<file path="config.mk">
export PLATFORM = sky130hd
export DESIGN_NAME = and_chain_ctrl_flat
export DESIGN_NICKNAME = d
export VERILOG_FILES = /design/src/rtl/and_chain_ctrl_pkg.sv /design/src/rtl/and_chain_ctrl_if.sv /design/src/rtl/and_chain_ctrl_rr_arb2.sv /design/src/rtl/and_chain_ctrl.sv /design/src/flat_wrapper.sv
export SDC_FILE = /design/constraint.sdc
export NUM_CORES = 1
export LEC_CHECK = 0
export CAP_MARGIN = 20
export CELL_PAD_IN_SITES_DETAIL_PLACEMENT = 1
export CELL_PAD_IN_SITES_GLOBAL_PLACEMENT = 1
export CORE_MARGIN = 4
export CORE_UTILIZATION = 30
export CTS_BUF_LIST = sky130_fd_sc_hd__clkbuf_8 sky130_fd_sc_hd__clkbuf_16
export DETAILED_ROUTE_END_ITERATION = 10
export GPL_TIMING_DRIVEN = 0
export PLACE_DENSITY_LB_ADDON = 0.1
export SKIP_CTS_REPAIR_TIMING = 1
export SLEW_MARGIN = 20
export SYNTH_ARGS = -nofsm -noshare
export SYNTH_HDL_FRONTEND = slang
export SYNTH_SLANG_ARGS = --single-unit
</file>
<file path="constraint.sdc">
create_clock -name clk -period 1.9 [get_ports clk]
set_input_delay 0.38 -clock clk [delete_from_list [all_inputs] [get_ports clk]]
set_output_delay 0.38 -clock clk [all_outputs]
set_load 0.01 [all_outputs]
</file>
<file path="src/rtl/and_chain_ctrl_pkg.sv">
// and_chain_ctrl_pkg: shared state encodings, default width and counter sizing
package and_chain_ctrl_pkg;

    typedef enum logic [1:0] {
        IDLE = 2'd0,
        EVAL = 2'd1,
        DONE = 2'd2
    } state_t;

    localparam int DEF_N = 4;

    function automatic int cnt_w(input int n);
        return (n < 2) ? 1 : $clog2(n);
    endfunction

endpackage

</file>
<file path="src/rtl/and_chain_ctrl_if.sv">
// and_chain_ctrl_if: requester handshakes and result channel of the AND-chain controller
interface and_chain_ctrl_if
    import and_chain_ctrl_pkg::*;
#(
    parameter int N = DEF_N
);
    logic         req0_valid;
    logic [N-1:0] req0_data;
    logic         req0_ready;
    logic         req1_valid;
    logic [N-1:0] req1_data;
    logic         req1_ready;
    logic         res_valid;
    logic         res_ready;
    logic [N-2:0] res_part;
    logic         res_id;

    modport master (
        output req0_valid, req0_data, req1_valid, req1_data, res_ready,
        input  req0_ready, req1_ready, res_valid, res_part, res_id
    );

    modport slave (
        input  req0_valid, req0_data, req1_valid, req1_data, res_ready,
        output req0_ready, req1_ready, res_valid, res_part, res_id
    );
endinterface

</file>
<file path="src/rtl/and_chain_ctrl_rr_arb2.sv">
// rr_arb2: two-way round-robin grant; a lone requester always wins, ties go away from last
module rr_arb2 (
    input  logic valid0,
    input  logic valid1,
    input  logic last,
    input  logic enable,
    output logic grant0,
    output logic grant1
);
    assign grant0 = enable & valid0 & (!valid1 | last);
    assign grant1 = enable & valid1 & (!valid0 | !last);
endmodule

</file>
<file path="src/rtl/and_chain_ctrl.sv">
// and_chain_ctrl: arbitrates two operand sources and evaluates the partial-AND chain one stage per clock
module and_chain_ctrl
    import and_chain_ctrl_pkg::*;
#(
    parameter int N = DEF_N
) (
    input  logic             clk,
    input  logic             rst_n,
    and_chain_ctrl_if.slave  bus,
    output logic             busy
);
    localparam int CW = cnt_w(N);

    state_t        state;
    logic          last;
    logic [N-1:0]  op;
    logic [N-2:0]  acc;
    logic [CW-1:0] cnt;
    logic          res_id;
    logic          res_valid;
    logic          g0;
    logic          g1;
    logic          a;
    logic          b;
    logic          step;

    rr_arb2 u_arb (
        .valid0 (bus.req0_valid),
        .valid1 (bus.req1_valid),
        .last   (last),
        .enable (state == IDLE),
        .grant0 (g0),
        .grant1 (g1)
    );

    assign bus.req0_ready = g0;
    assign bus.req1_ready = g1;
    assign bus.res_valid  = res_valid;
    assign bus.res_part   = acc;
    assign bus.res_id     = res_id;

    // Shared step unit: stage 1 ANDs op[0] with op[1], later stages extend the previous partial
    always_comb begin
        a = op[0];
        b = op[1];
        for (int k = 2; k < N; k++)
            if (cnt == CW'(k)) begin
                a = acc[k-2];
                b = op[k];
            end
    end

    assign step = a & b;

    // Controller FSM: capture on grant, one chain stage per EVAL cycle, hold result until consumed
    always_ff @(posedge clk or negedge rst_n) begin
        if (!rst_n) begin
            state     <= IDLE;
            last      <= 1'b1;
            op        <= '0;
            acc       <= '0;
            cnt       <= '0;
            res_id    <= 1'b0;
            res_valid <= 1'b0;
            busy      <= 1'b0;
        end else begin
            case (state)
                IDLE: if (g0 || g1) begin
                    op     <= g0 ? bus.req0_data : bus.req1_data;
                    res_id <= g1;
                    last   <= g1;
                    acc    <= '0;
                    cnt    <= CW'(1);
                    busy   <= 1'b1;
                    state  <= EVAL;
                end
                EVAL: begin
                    for (int k = 1; k < N; k++)
                        if (cnt == CW'(k)) acc[k-1] <= step;
                    cnt <= cnt + 1'b1;
                    if (cnt == CW'(N-1)) begin
                        res_valid <= 1'b1;
                        state     <= DONE;
                    end
                end
                DONE: if (bus.res_ready) begin
                    res_valid <= 1'b0;
                    busy      <= 1'b0;
                    state     <= IDLE;
                end
                default: state <= IDLE;
            endcase
        end
    end
endmodule
</file>
<file path="src/flat_wrapper.sv">
// flat-port wrapper written by rule: the top's interface ports become plain ports
module and_chain_ctrl_flat import and_chain_ctrl_pkg::*;
#(
    parameter int N = DEF_N
)
  (clk, rst_n, busy, bus_req0_valid, bus_req0_data, bus_req1_valid, bus_req1_data, bus_res_ready, bus_req0_ready, bus_req1_ready, bus_res_valid, bus_res_part, bus_res_id);
  and_chain_ctrl_if #(.N(N)) bus_i ();
  input  logic clk;
  input  logic rst_n;
  output logic busy;
  input wire logic [$bits(bus_i.req0_valid)-1:0] bus_req0_valid;
  input wire logic [$bits(bus_i.req0_data)-1:0] bus_req0_data;
  input wire logic [$bits(bus_i.req1_valid)-1:0] bus_req1_valid;
  input wire logic [$bits(bus_i.req1_data)-1:0] bus_req1_data;
  input wire logic [$bits(bus_i.res_ready)-1:0] bus_res_ready;
  output wire logic [$bits(bus_i.req0_ready)-1:0] bus_req0_ready;
  output wire logic [$bits(bus_i.req1_ready)-1:0] bus_req1_ready;
  output wire logic [$bits(bus_i.res_valid)-1:0] bus_res_valid;
  output wire logic [$bits(bus_i.res_part)-1:0] bus_res_part;
  output wire logic [$bits(bus_i.res_id)-1:0] bus_res_id;
  assign bus_i.req0_valid = bus_req0_valid;
  assign bus_i.req0_data = bus_req0_data;
  assign bus_i.req1_valid = bus_req1_valid;
  assign bus_i.req1_data = bus_req1_data;
  assign bus_i.res_ready = bus_res_ready;
  assign bus_req0_ready = bus_i.req0_ready;
  assign bus_req1_ready = bus_i.req1_ready;
  assign bus_res_valid = bus_i.res_valid;
  assign bus_res_part = bus_i.res_part;
  assign bus_res_id = bus_i.res_id;
  and_chain_ctrl #(.N(N)) u_core (.clk(clk), .rst_n(rst_n), .bus(bus_i), .busy(busy));
endmodule
</file>
**Yosys cells after proc, flatten, opt, wreduce, memory -nomap -nowiden**

Cells that the tools add are included.

- Add/subtract/negate cells: 1
- Bitwise gates (word level): 7
- Reduce and logical (&&, ||, !) cells: 16
- Equal/unequal tests: 10
- Mux-type cells: 20

Operator list:

| cell | number |
|---|---|
| 3-bit AND reduction | 6 |
| 1-bit 2-to-1 mux | 10 |
| 2-bit by 1-bit inequality test with 1-bit output (second input constant) | 4 |
| 2-bit == test (second input constant) | 3 |
| 2-bit 2-to-1 mux | 3 |
| 2-bit one-hot mux with 3 select lines | 1 |
| 3-bit one-hot mux with 2 select lines | 1 |
| 2-bit nonzero test | 3 |
| 1-bit AND | 5 |
| 2-bit by 1-bit == test with 1-bit output (second input constant) | 2 |
| 4-bit 2-to-1 mux | 1 |
| 1-bit one-hot mux with 2 select lines | 2 |
| 2-bit one-hot mux with 2 select lines | 1 |
| 2-bit AND reduction | 2 |
| 1-bit logical NOT | 3 |
| 3-bit 2-to-1 mux | 1 |
| 2-bit by 1-bit adder with 2-bit output (second input constant) | 1 |
| 2-bit logical NOT | 1 |
| 2-bit inequality test (second input constant) | 1 |
| 1-bit OR | 2 |
| 1-bit logical OR | 1 |

- Input bits: 13
- Register bits after elaboration: 15
- Logic and storage cells: 64

**Logic depth before layout (Yosys ltp)**

Gate-level depths: netlist of run 1.

- Depth after elaboration: 6
- Gate-level depth with buffers: 5

**Cells and area by module**

From an unflattened synthesis of run 1, not the netlist that was laid out.

- Cell total of the unflattened synthesis: 73
- Area, all modules: 814.5 µm²

By module, submodules not included:

| module | cells each | instances | seq. area each (µm²) | area an instance (µm²) |
|---|---|---|---|---|
| and_chain_ctrl | 68 | 1 | 376.6 | 793.3 |
| rr_arb2 | 5 | 1 | 0.0 | 21.3 |

**Least setup slack after synthesis of run 1**

OpenSTA, ideal clock, no wires.

- Path type: reg-to-output
- From: reg u_core.state[1]
- To: out bus_req1_ready
- Data arrival time: 1011 ps
- Buffers on the path: 1
- Cell stages (with the launch flop): 5
- Data required time: 1520 ps
- Slack: 509 ps
- Cell sequence: dfrtp_1 -> buf_2 -> nor2_2 -> nand2_1 -> a21oi_1

- Longest elaborated chain between the ends: 3

RTL lines:

| item | RTL line | text |
|---|---|---|
| from (decl) | and_chain_ctrl.sv:14 | `state_t state;` |
| from (signal assigned) | and_chain_ctrl.sv:58 | `state <= IDLE;` |
| from (signal assigned) | and_chain_ctrl.sv:75 | `state <= EVAL;` |
| from (signal assigned) | and_chain_ctrl.sv:83 | `state <= DONE;` |
| 2-bit logical NOT | and_chain_ctrl.sv:31 | `.enable (state == IDLE),` |
| 1-bit AND (2 in a row) | and_chain_ctrl_rr_arb2.sv:11 | `assign grant1 = enable & valid1 & (!valid0 \| !last);` |
| to (decl) | flat_wrapper.sv:17 | `output wire logic [$bits(bus_i.req1_ready)-1:0] bus_req1_ready;` |

No other way between the ends.

**Worst setup path after layout of run 1**

Ends and elaborated chain as after synthesis.

==> flow_metrics.tcl, run 1 <==
set metrics [dict create \
    rows 18 \
    final_util_pct 44.3 \
    antenna_left 0 \
    wl_per_cell_um 14.5 \
    first_pass_iters 4 \
    p_seq_share_pct 34.7 \
    pwr-share-clk_pct 15.9 \
    drc 0 \
    cts.clk_slew.worst_paths_ps 60 \
    cts_root_buf "clkbuf_8" \
    via_per_inst 5.12 \
    cp.arrival_ps 1370 \
    antenna_cells 0 \
    end_kind "output pin" \
    relSlewSlack_pct 52.8 \
    synth_cell_types 30 \
    p_int_mw 1.04 \
    portBuffers 19 \
    whs_ps 429 \
    core_area_um2 2590 \
    yosysSeqAreaShare_pct 44.6 \
    max-clock-path-buffers 2 \
    synth_top_area_cell "dfrtp_1" \
    period_minus_slack_ps 1750 \
    fin_area_um2 1150 \
    setup_slack_ps 145 \
    powerDensity_nw_per_um2 1480 \
    die_w_um 61.1 \
    grt_overflow_total 0 \
    clock-sinks 15 \
    antenna_found_initial 0 \
    path_class "flip-flop to output pin" \
    hp-start "bus_req0_valid" \
    syn_to_final_growth_pct 35.7 \
    grt_pass1_vias 771 \
    synthTopCellsByArea "dfrtp_1, o21ai_0, a21oi_1" \
    max_freq_ghz 0.570 \
    synth-seq-cells 15 \
    vias 737 \
    cts_tree "yes" \
    tightest_slew_ps 705 \
    grt_use_total_pct 13.2 \
    htreeDepth 1 \
    power_leakage_nw 0.515 \
    die_h_um 61.1 \
    finalCritPeriodShare_pct 92.3 \
    r2r_start "u_core.cnt[0]" \
    nets 131 \
    met2_length_um 949 \
    finalPower_mw 1.70 \
    syn_area_um2 845 \
    startpoint_type "flip-flop" \
    grt_pass1_wl_um 3560 \
    synthCells 89 \
    fillers 305 \
    placedInstanceArea_um2 1070 \
    hold_viol 0 \
    cp_max_fo 10 \
    dp_slack_ps -412 \
    peakVddDrop_uv 651 \
    yosysWarnings 0 \
    syn_nets 105 \
    top_layer_used "met4" \
    yosys.area.top_type_share_pct 41.5 \
    final_cells 144 \
    grt_start_max_net_pins 16 \
    cap_viol_max_count 0 \
    p_sw_share_pct 39.1 \
    crit_start "u_core.state[1]" \
    clock_latency_ps 250 \
    status "finished, final reports clean" \
    start_util_pct 32.6 \
    num_io_pins 21 \
    required_ps 1520 \
    comb_power_share_pct 49.4 \
    dpl.hpwl_um 1620 \
    drive_above_1_share_pct 15.8 \
    die_area_um2 3730 \
    wirelength_um 2080 \
    dp.cells 138 \
    setup_viol 0 \
    syn_avg_cell_area_um2 9.49 \
    wl_met3_um 83 \
    skew_ps 1.47 \
    switching_power_uw 665 \
    met1Wirelength_um 969 \
    drtIter0Drc 6 \
    gp_congestion 0.770 \
    hold_class "primary input to flip-flop" \
    cts_inserted_buffers 3 \
    tns_ps 0 \
    finalMaxSlewViolations 0 \
]
## critical path, cell delays in order, from the launching register on
cell            delay (ps)
dfrtp_1                370
buf_2                  200
nor2_4                 170
nand2_1                 90
a21oi_1                110
dlymetal6s2s_1         170
## cells in the mapped netlist, drive strengths merged
master / n
a211o: 1
a21oi: 8
a31oi: 6
a41oi: 1
and2: 1
and3: 1
and4b: 1
buf: 4
dfrtp: 14
dfstp: 1
ha: 3
inv: 6
nand2: 8
nand2b: 1
nand3: 1
nand3b: 5
nor2: 3
nor2b: 4
nor3: 1
nor4: 1
o21ai: 9
o21bai: 1
o22ai: 1
o31ai: 3
o41ai: 1
or2: 1
or2b: 1
or3: 1
## power groups by stage
stage / sequential (mW) / combinational (mW) / clock [mW]
floorplan: 0.581 / 0.524 / 0
global placement: 0.582 / 0.799 / 0
detailed placement: 0.586 / 0.814 / 0
CTS: 0.582 / 0.816 / 0.279
global route: 0.615 / 0.954 / 0.290
finish: 0.591 / 0.841 / 0.270
## cell type report
cell class	instances	area (µm²)	share of cell area, %
multi-input combinational	64	425	37.1
clock buffer	3	41.3	3.60
buffer	4	32.5	2.84
clock inverter	1	5.00	0.437
timing repair buffer	21	205	17.9
sequential	15	377	32.9
tap	30	37.5	3.28
inverter	6	22.5	1.97
## metal layers
metal | GRT usage (%) | up-vias
li1 | - | 371
met5 | 0 | -
met1 | 16.7 | 343
met3 | 2.52 | 4
met4 | 8.36 | 0
met2 | 20.5 | 19
## placed cells by master, fill, tap and decap left out
master / count
buf_6: 2
a21oi_1: 8
o21ai_0: 9
dfrtp_1: 14
dfstp_2: 1
and2_4: 1
and3_2: 1
nand3b_1: 5
clkbuf_2: 1
o21bai_1: 1
nor3_1: 1
o31ai_1: 3
nand2b_1: 1
or3_1: 1
nor2_4: 1
nor2b_1: 3
ha_1: 3
o22ai_1: 1
nor2_1: 2
or2b_1: 1
clkdlybuf4s50_1: 16
or2_0: 1
inv_1: 6
buf_2: 2
clkbuf_8: 3
nor2b_4: 1
nand3_1: 1
clkinv_2: 1
nor4_1: 1
a31oi_1: 6
dlymetal6s2s_1: 2
buf_4: 2
o41ai_2: 1
nand2_1: 8
a211o_1: 1
a41oi_2: 1
and4b_1: 1
## final timing paths
check | end | slack (ps) | cells after the start
min in group asynchronous | u_core.cnt[0] | 550 | 1
setup / recovery | bus_req1_ready | 150 | 5
hold / removal | u_core.op[0] | 430 | 3
setup reg to reg | u_core.bus.res_part[1] | 380 | 5
max in group asynchronous | u_core.busy | 910 | 1
hold reg to reg | u_core.bus.res_part[2] | 500 | 2
## cell families (layout without fill, tap and decap cells)
| family | Yosys count | count (layout) | share of synthesized area (%) |
|---|---|---|---|
| flip-flops | 15 | 15 | 44.6 |
| buffers and inverters | 10 | 35 | 6.52 |
| AND/OR/NAND/NOR | 30 | 30 | 20.7 |
| adder cells (fa/ha/maj) | 3 | 3 | 4.44 |
| AO/OA/AOI/OAI | 31 | 31 | 23.7 |
## sequential cells by signal, indices dropped and copies added (netlist names)
| signal | flops |
|---|---|
| u_core.op | 4 |
| u_core.bus.res_part | 3 |
| u_core.cnt | 2 |
| u_core.state | 2 |
| u_core.bus.res_id | 1 |
| u_core.bus.res_valid | 1 |
| u_core.busy | 1 |
| u_core.last | 1 |
No activity file was read; power rests on OpenSTA's default activity.
==> run 2, diff against run 1 <==
--- a/config.mk
+++ b/config.mk
@@ -10,9 +10,9 @@
 export CELL_PAD_IN_SITES_GLOBAL_PLACEMENT = 1
 export CORE_MARGIN = 4
 export CORE_UTILIZATION = 30
-export CTS_BUF_LIST = sky130_fd_sc_hd__clkbuf_8 sky130_fd_sc_hd__clkbuf_16
 export DETAILED_ROUTE_END_ITERATION = 10
 export GPL_TIMING_DRIVEN = 0
+export HOLD_SLACK_MARGIN = 0.06
 export PLACE_DENSITY_LB_ADDON = 0.1
 export SKIP_CTS_REPAIR_TIMING = 1
 export SLEW_MARGIN = 20
==> flow_metrics.tcl, run 2 (synthesis results as in run 1) <==
set metrics [dict create \
    cpPeakStageDelay_ps 480 \
    drc 0 \
    cap_viol_max_count 0 \
    fin_area_um2 1120 \
    critPathTopFamily "flip-flops" \
    p_seq_share_pct 36.3 \
    layout_commonest_cell "clkdlybuf4s50_1" \
    cp_max_fo 10 \
    antenna_found_initial 0 \
    grt_util_met2_pct 20.4 \
    rows 18 \
    antenna_cells 0 \
    cts.clk_slew.worst_paths_ps 100 \
    r2r_start "u_core.cnt[0]" \
    hold_class "primary input to flip-flop" \
    reg2reg_to "u_core.bus.res_part[1]" \
    powerDensity_nw_per_um2 1450 \
    path_depth 3 \
    r2r_cells 5 \
    first_pass_iters 2 \
    vias 742 \
    cts_tree "yes" \
    gp_congestion 0.770 \
    core_area_um2 2590 \
    tns_ps 0 \
    comb_power_share_pct 51.8 \
    num_io_pins 21 \
    finalCritPeriodShare_pct 93.1 \
    whs_ps 388 \
    crit_start "u_core.state[0]" \
    p_sw_share_pct 40.7 \
    dpl.hpwl_um 1620 \
    portBuffers 19 \
    drive_above_1_share_pct 16.7 \
    setup_viol 0 \
    cts_root_buf "clkbuf_4" \
    die_area_um2 3730 \
    tightest_slew_ps 705 \
    drtIter0Drc 6 \
    die_h_um 61.1 \
    clock_latency_ps 280 \
    dp_slack_ps -412 \
    relSlewSlack_pct 52.8 \
    end_kind "output pin" \
    nets 131 \
    p_int_uw 968 \
    hp-start "bus_req0_valid" \
    status "finished, final reports clean" \
    cts_inserted_buffers 3 \
    grt.busiest_layer "met2" \
    startpoint_type "flip-flop" \
    r2r_slack_ps 370 \
    grt_start_max_net_pins 16 \
    grt_overflow_total 0 \
    max_freq_ghz 0.565 \
    placedInstanceArea_um2 1070 \
    htreeDepth 1 \
    peakVddDrop_uv 649 \
    die_w_um 61.1 \
    path_buf_inv 2 \
    path_class "flip-flop to output pin" \
    pwr-share-clk_pct 11.8 \
    skew_ps 0.702 \
    grt_pass1_wl_um 3520 \
    hold_viol 0 \
    largest-register "u_core.op" \
    syn_to_final_growth_pct 32.9 \
    path_cells "buf_6, nor4_1, clkbuf_2" \
    whs_path_depth 3 \
    start_util_pct 32.6 \
    grt_use_total_pct 12.8 \
    antenna_left 0 \
    rsz0062_at_grt "false" \
    required_ps 1520 \
    holdPathEnd "u_core.op[0]" \
    setup_slack_ps 131 \
    layout_common_cells "clkdlybuf4s50_1, dfrtp_1, o21ai_0" \
    grt.met1_usage_pct 16.6 \
    wirelength_um 2090 \
    use_met3_pct 3.14 \
    switching_power_uw 664 \
    power_leakage_nw 0.492 \
    largest_register_ffs 4 \
    clock-sinks 15 \
    slowest_stage "dfrtp_1" \
    grt_pass1_vias 766 \
    finalMaxSlewViolations 0 \
    final_util_pct 43.3 \
    via_per_inst 5.15 \
    cp.arrival_ps 1390 \
    max-clock-path-buffers 2 \
    period_minus_slack_ps 1770 \
    wl_per_cell_um 14.5 \
]
## run 2: worst max path at each step
| stage | endpoint | slack (ps) |
|---|---|---|
| floorplan | bus_req1_ready | 510 |
| finish | bus_req0_ready | 130 |
| global route | bus_req1_ready | 10 |
| detailed placement | bus_req0_ready | -410 |
| global placement | bus_req0_ready | -400 |
| CTS | bus_req1_ready | -440 |
## run 2: worst min-delay path: stages
cell	delay [ps]
buf_6	120
nand3b_1	80
a31oi_1	70
## run 2: through the flow
stage | cells | total power, mW
3_3_place_gp | 138 | 1.38
4_1_cts | 142 | 1.59
2_1_floorplan | 89 | 1.10
5_1_grt | 144 | 1.78
3_5_place_dp | 138 | 1.40
6_report | 144 | 1.63
## run 2: metal layers
layer / vias to the layer above / share of wire [%]
li1: 371 / -
met1: 349 / 47
met2: 20 / 48
met3: 2 / 3.8
met4: 0 / 1.3
met5: - / 0
## run 2: area by class of cell
| cell class | count | area (µm²) |
|---|---|---|
| plain buffers | 4 | 35.0 |
| clock buffers | 3 | 22.5 |
| clock inverters | 1 | 5.00 |
| fillers | 310 | 1470 |
| inverters | 6 | 22.5 |
| multi-input cells | 64 | 425 |
| flip-flops and latches | 15 | 377 |
| well taps | 30 | 37.5 |
| repair buffers | 21 | 198 |
## run 2: power groups by stage
stage                     sequential, mW  clock [mW]  combinational [mW]
after detailed placement           0.586           0               0.814
after global routing               0.614       0.208               0.962
after CTS                          0.580       0.196               0.816
after floorplan                    0.581           0               0.524
after global placement             0.582           0               0.799
final                              0.592       0.193               0.846
==> run 3, diff against run 2 <==
--- a/config.mk
+++ b/config.mk
@@ -9,7 +9,7 @@
 export CELL_PAD_IN_SITES_DETAIL_PLACEMENT = 1
 export CELL_PAD_IN_SITES_GLOBAL_PLACEMENT = 1
 export CORE_MARGIN = 4
-export CORE_UTILIZATION = 30
+export CORE_UTILIZATION = 35
 export DETAILED_ROUTE_END_ITERATION = 10
 export GPL_TIMING_DRIVEN = 0
 export HOLD_SLACK_MARGIN = 0.06
==> flow_metrics.tcl, run 3 (synthesis results as in run 1) <==
set metrics [dict create \
    status "finished, final reports clean" \
    largest_register_ffs 4 \
    wirelength_um 2010 \
    cp.arrival_ps 1440 \
    whs_ps 402 \
    p_seq_share_pct 37.2 \
    drtIter0Drc 9 \
    drc 0 \
    p_sw_share_pct 39.9 \
    tns_ps 0 \
    skew_ps 0.847 \
    nets 130 \
    antenna_left 0 \
    pwr-share-clk_pct 11.2 \
    gp_congestion 0.727 \
    cp_max_fo 9 \
    comb_power_share_pct 51.6 \
    path_class "primary input to output pin" \
    cts_inserted_buffers 3 \
    p_int_uw 959 \
    finalPower_mw 1.60 \
    first_pass_iters 4 \
    layout_common_cells "clkdlybuf4s50_1, dfrtp_1, o21ai_0" \
    vias 752 \
    critPathTopFamily "buffers and inverters" \
    path_buf_inv 2 \
    clock_latency_ps 270 \
    period_minus_slack_ps 1820 \
    largest-register "u_core.op" \
    rows 17 \
    grt_pass1_wl_um 3460 \
    clock-sinks 15 \
    max-clock-path-buffers 2 \
    powerDensity_nw_per_um2 1420 \
    grt_overflow_total 0 \
    antenna_cells 0 \
    fillers 277 \
    cap_viol_max_count 0 \
    r2r_slack_ps 400 \
    setup_slack_ps 78.0 \
    core_area_um2 2250 \
    rsz0062_at_grt "false" \
    grt_start_max_net_pins 16 \
    num_io_pins 21 \
    relSlewSlack_pct 53.7 \
    setup_viol 0 \
    dpl.hpwl_um 1590 \
    end_kind "output pin" \
    htreeDepth 1 \
    cts.clk_slew.worst_paths_ps 90 \
    layout_commonest_cell "clkdlybuf4s50_1" \
    startpoint_type "primary input" \
    start_util_pct 37.5 \
    cts_tree "yes" \
    tightest_slew_ps 692 \
    power_leakage_nw 0.505 \
    die_w_um 57.1 \
    die_area_um2 3260 \
    die_h_um 57.1 \
    dp_slack_ps -391 \
    grt_pass1_vias 767 \
    drive_above_1_share_pct 13.3 \
    slowest_stage "clkdlybuf4s50_1" \
    dp.cells 136 \
    max_freq_ghz 0.549 \
    wl_per_cell_um 14.2 \
    final_cells 141 \
    required_ps 1520 \
    cts_root_buf "clkbuf_4" \
    finalMaxSlewViolations 0 \
    antenna_found_initial 0 \
    hold_viol 0 \
    peakVddDrop_uv 615 \
    finalCritPeriodShare_pct 95.9 \
    via_per_inst 5.33 \
    syn_to_final_growth_pct 32.7 \
    hold_class "primary input to flip-flop" \
    path_cells "clkdlybuf4s50_1, nor2b_4, nor4_1, dlymetal6s2s_1" \
    cpPeakStageDelay_ps 570 \
    switching_power_uw 636 \
    grt_use_total_pct 13.1 \
    portBuffers 19 \
]
[run 3: worst paths after layout]
| path | start | end | cells past startpoint |
|---|---|---|---|
| max | bus_req1_valid | bus_req0_ready | 4 |
| min | bus_req0_valid | u_core.op[3] | 3 |
| max reg2reg | u_core.cnt[0] | u_core.bus.res_part[1] | 5 |
| min reg2reg | u_core.bus.res_part[2] | u_core.bus.res_part[2] | 2 |
| max in group asynchronous | rst_n | u_core.op[0] | 1 |
| min in group asynchronous | rst_n | u_core.bus.res_valid | 1 |
[run 3: layout make-up]
class                   instances  area [µm²]  area share, %
clock buffers                   4        26.3           2.34
plain buffers                   4        32.5           2.90
inverters                       6        22.5           2.01
well taps                      28        35.0           3.12
multi-input cells              64         425           37.9
repair buffers                 20         203           18.1
flip-flops and latches         15         377           33.6
[run 3: per-layer routing]
| layer | up-vias | routed length [µm] | track usage, % |
|---|---|---|---|
| li1 | 369 | - | - |
| met1 | 366 | 912 | 16.0 |
| met2 | 15 | 991 | 22.8 |
| met3 | 2 | 94 | 3.62 |
| met4 | 0 | 10 | 2.98 |
| met5 | - | 0 | 0 |
[run 3: metrics by stage]
stage | utilization [%] | area [µm²]
4_1_cts | 48.6 | 1100
6_report | 49.7 | 1120
3_5_place_dp | 47.4 | 1070
5_1_grt | 49.7 | 1120
2_1_floorplan | - | 845
3_3_place_gp | 47.4 | 1070
[run 3: power by group through the flow]
stage	combinational [mW]	clock (mW)	sequential, mW
floorplan	0.524	0	0.581
global placement	0.790	0	0.577
detailed placement	0.811	0	0.592
CTS	0.816	0.189	0.584
global route	0.917	0.207	0.614
finish	0.823	0.179	0.593
[run 3: worst register-to-register path: stages, from the launching register on]
cell and delay, ps:
dfrtp_1 420, inv_1 60, ha_1 230, nand3b_1 170, a211o_1 330, o31ai_1 200
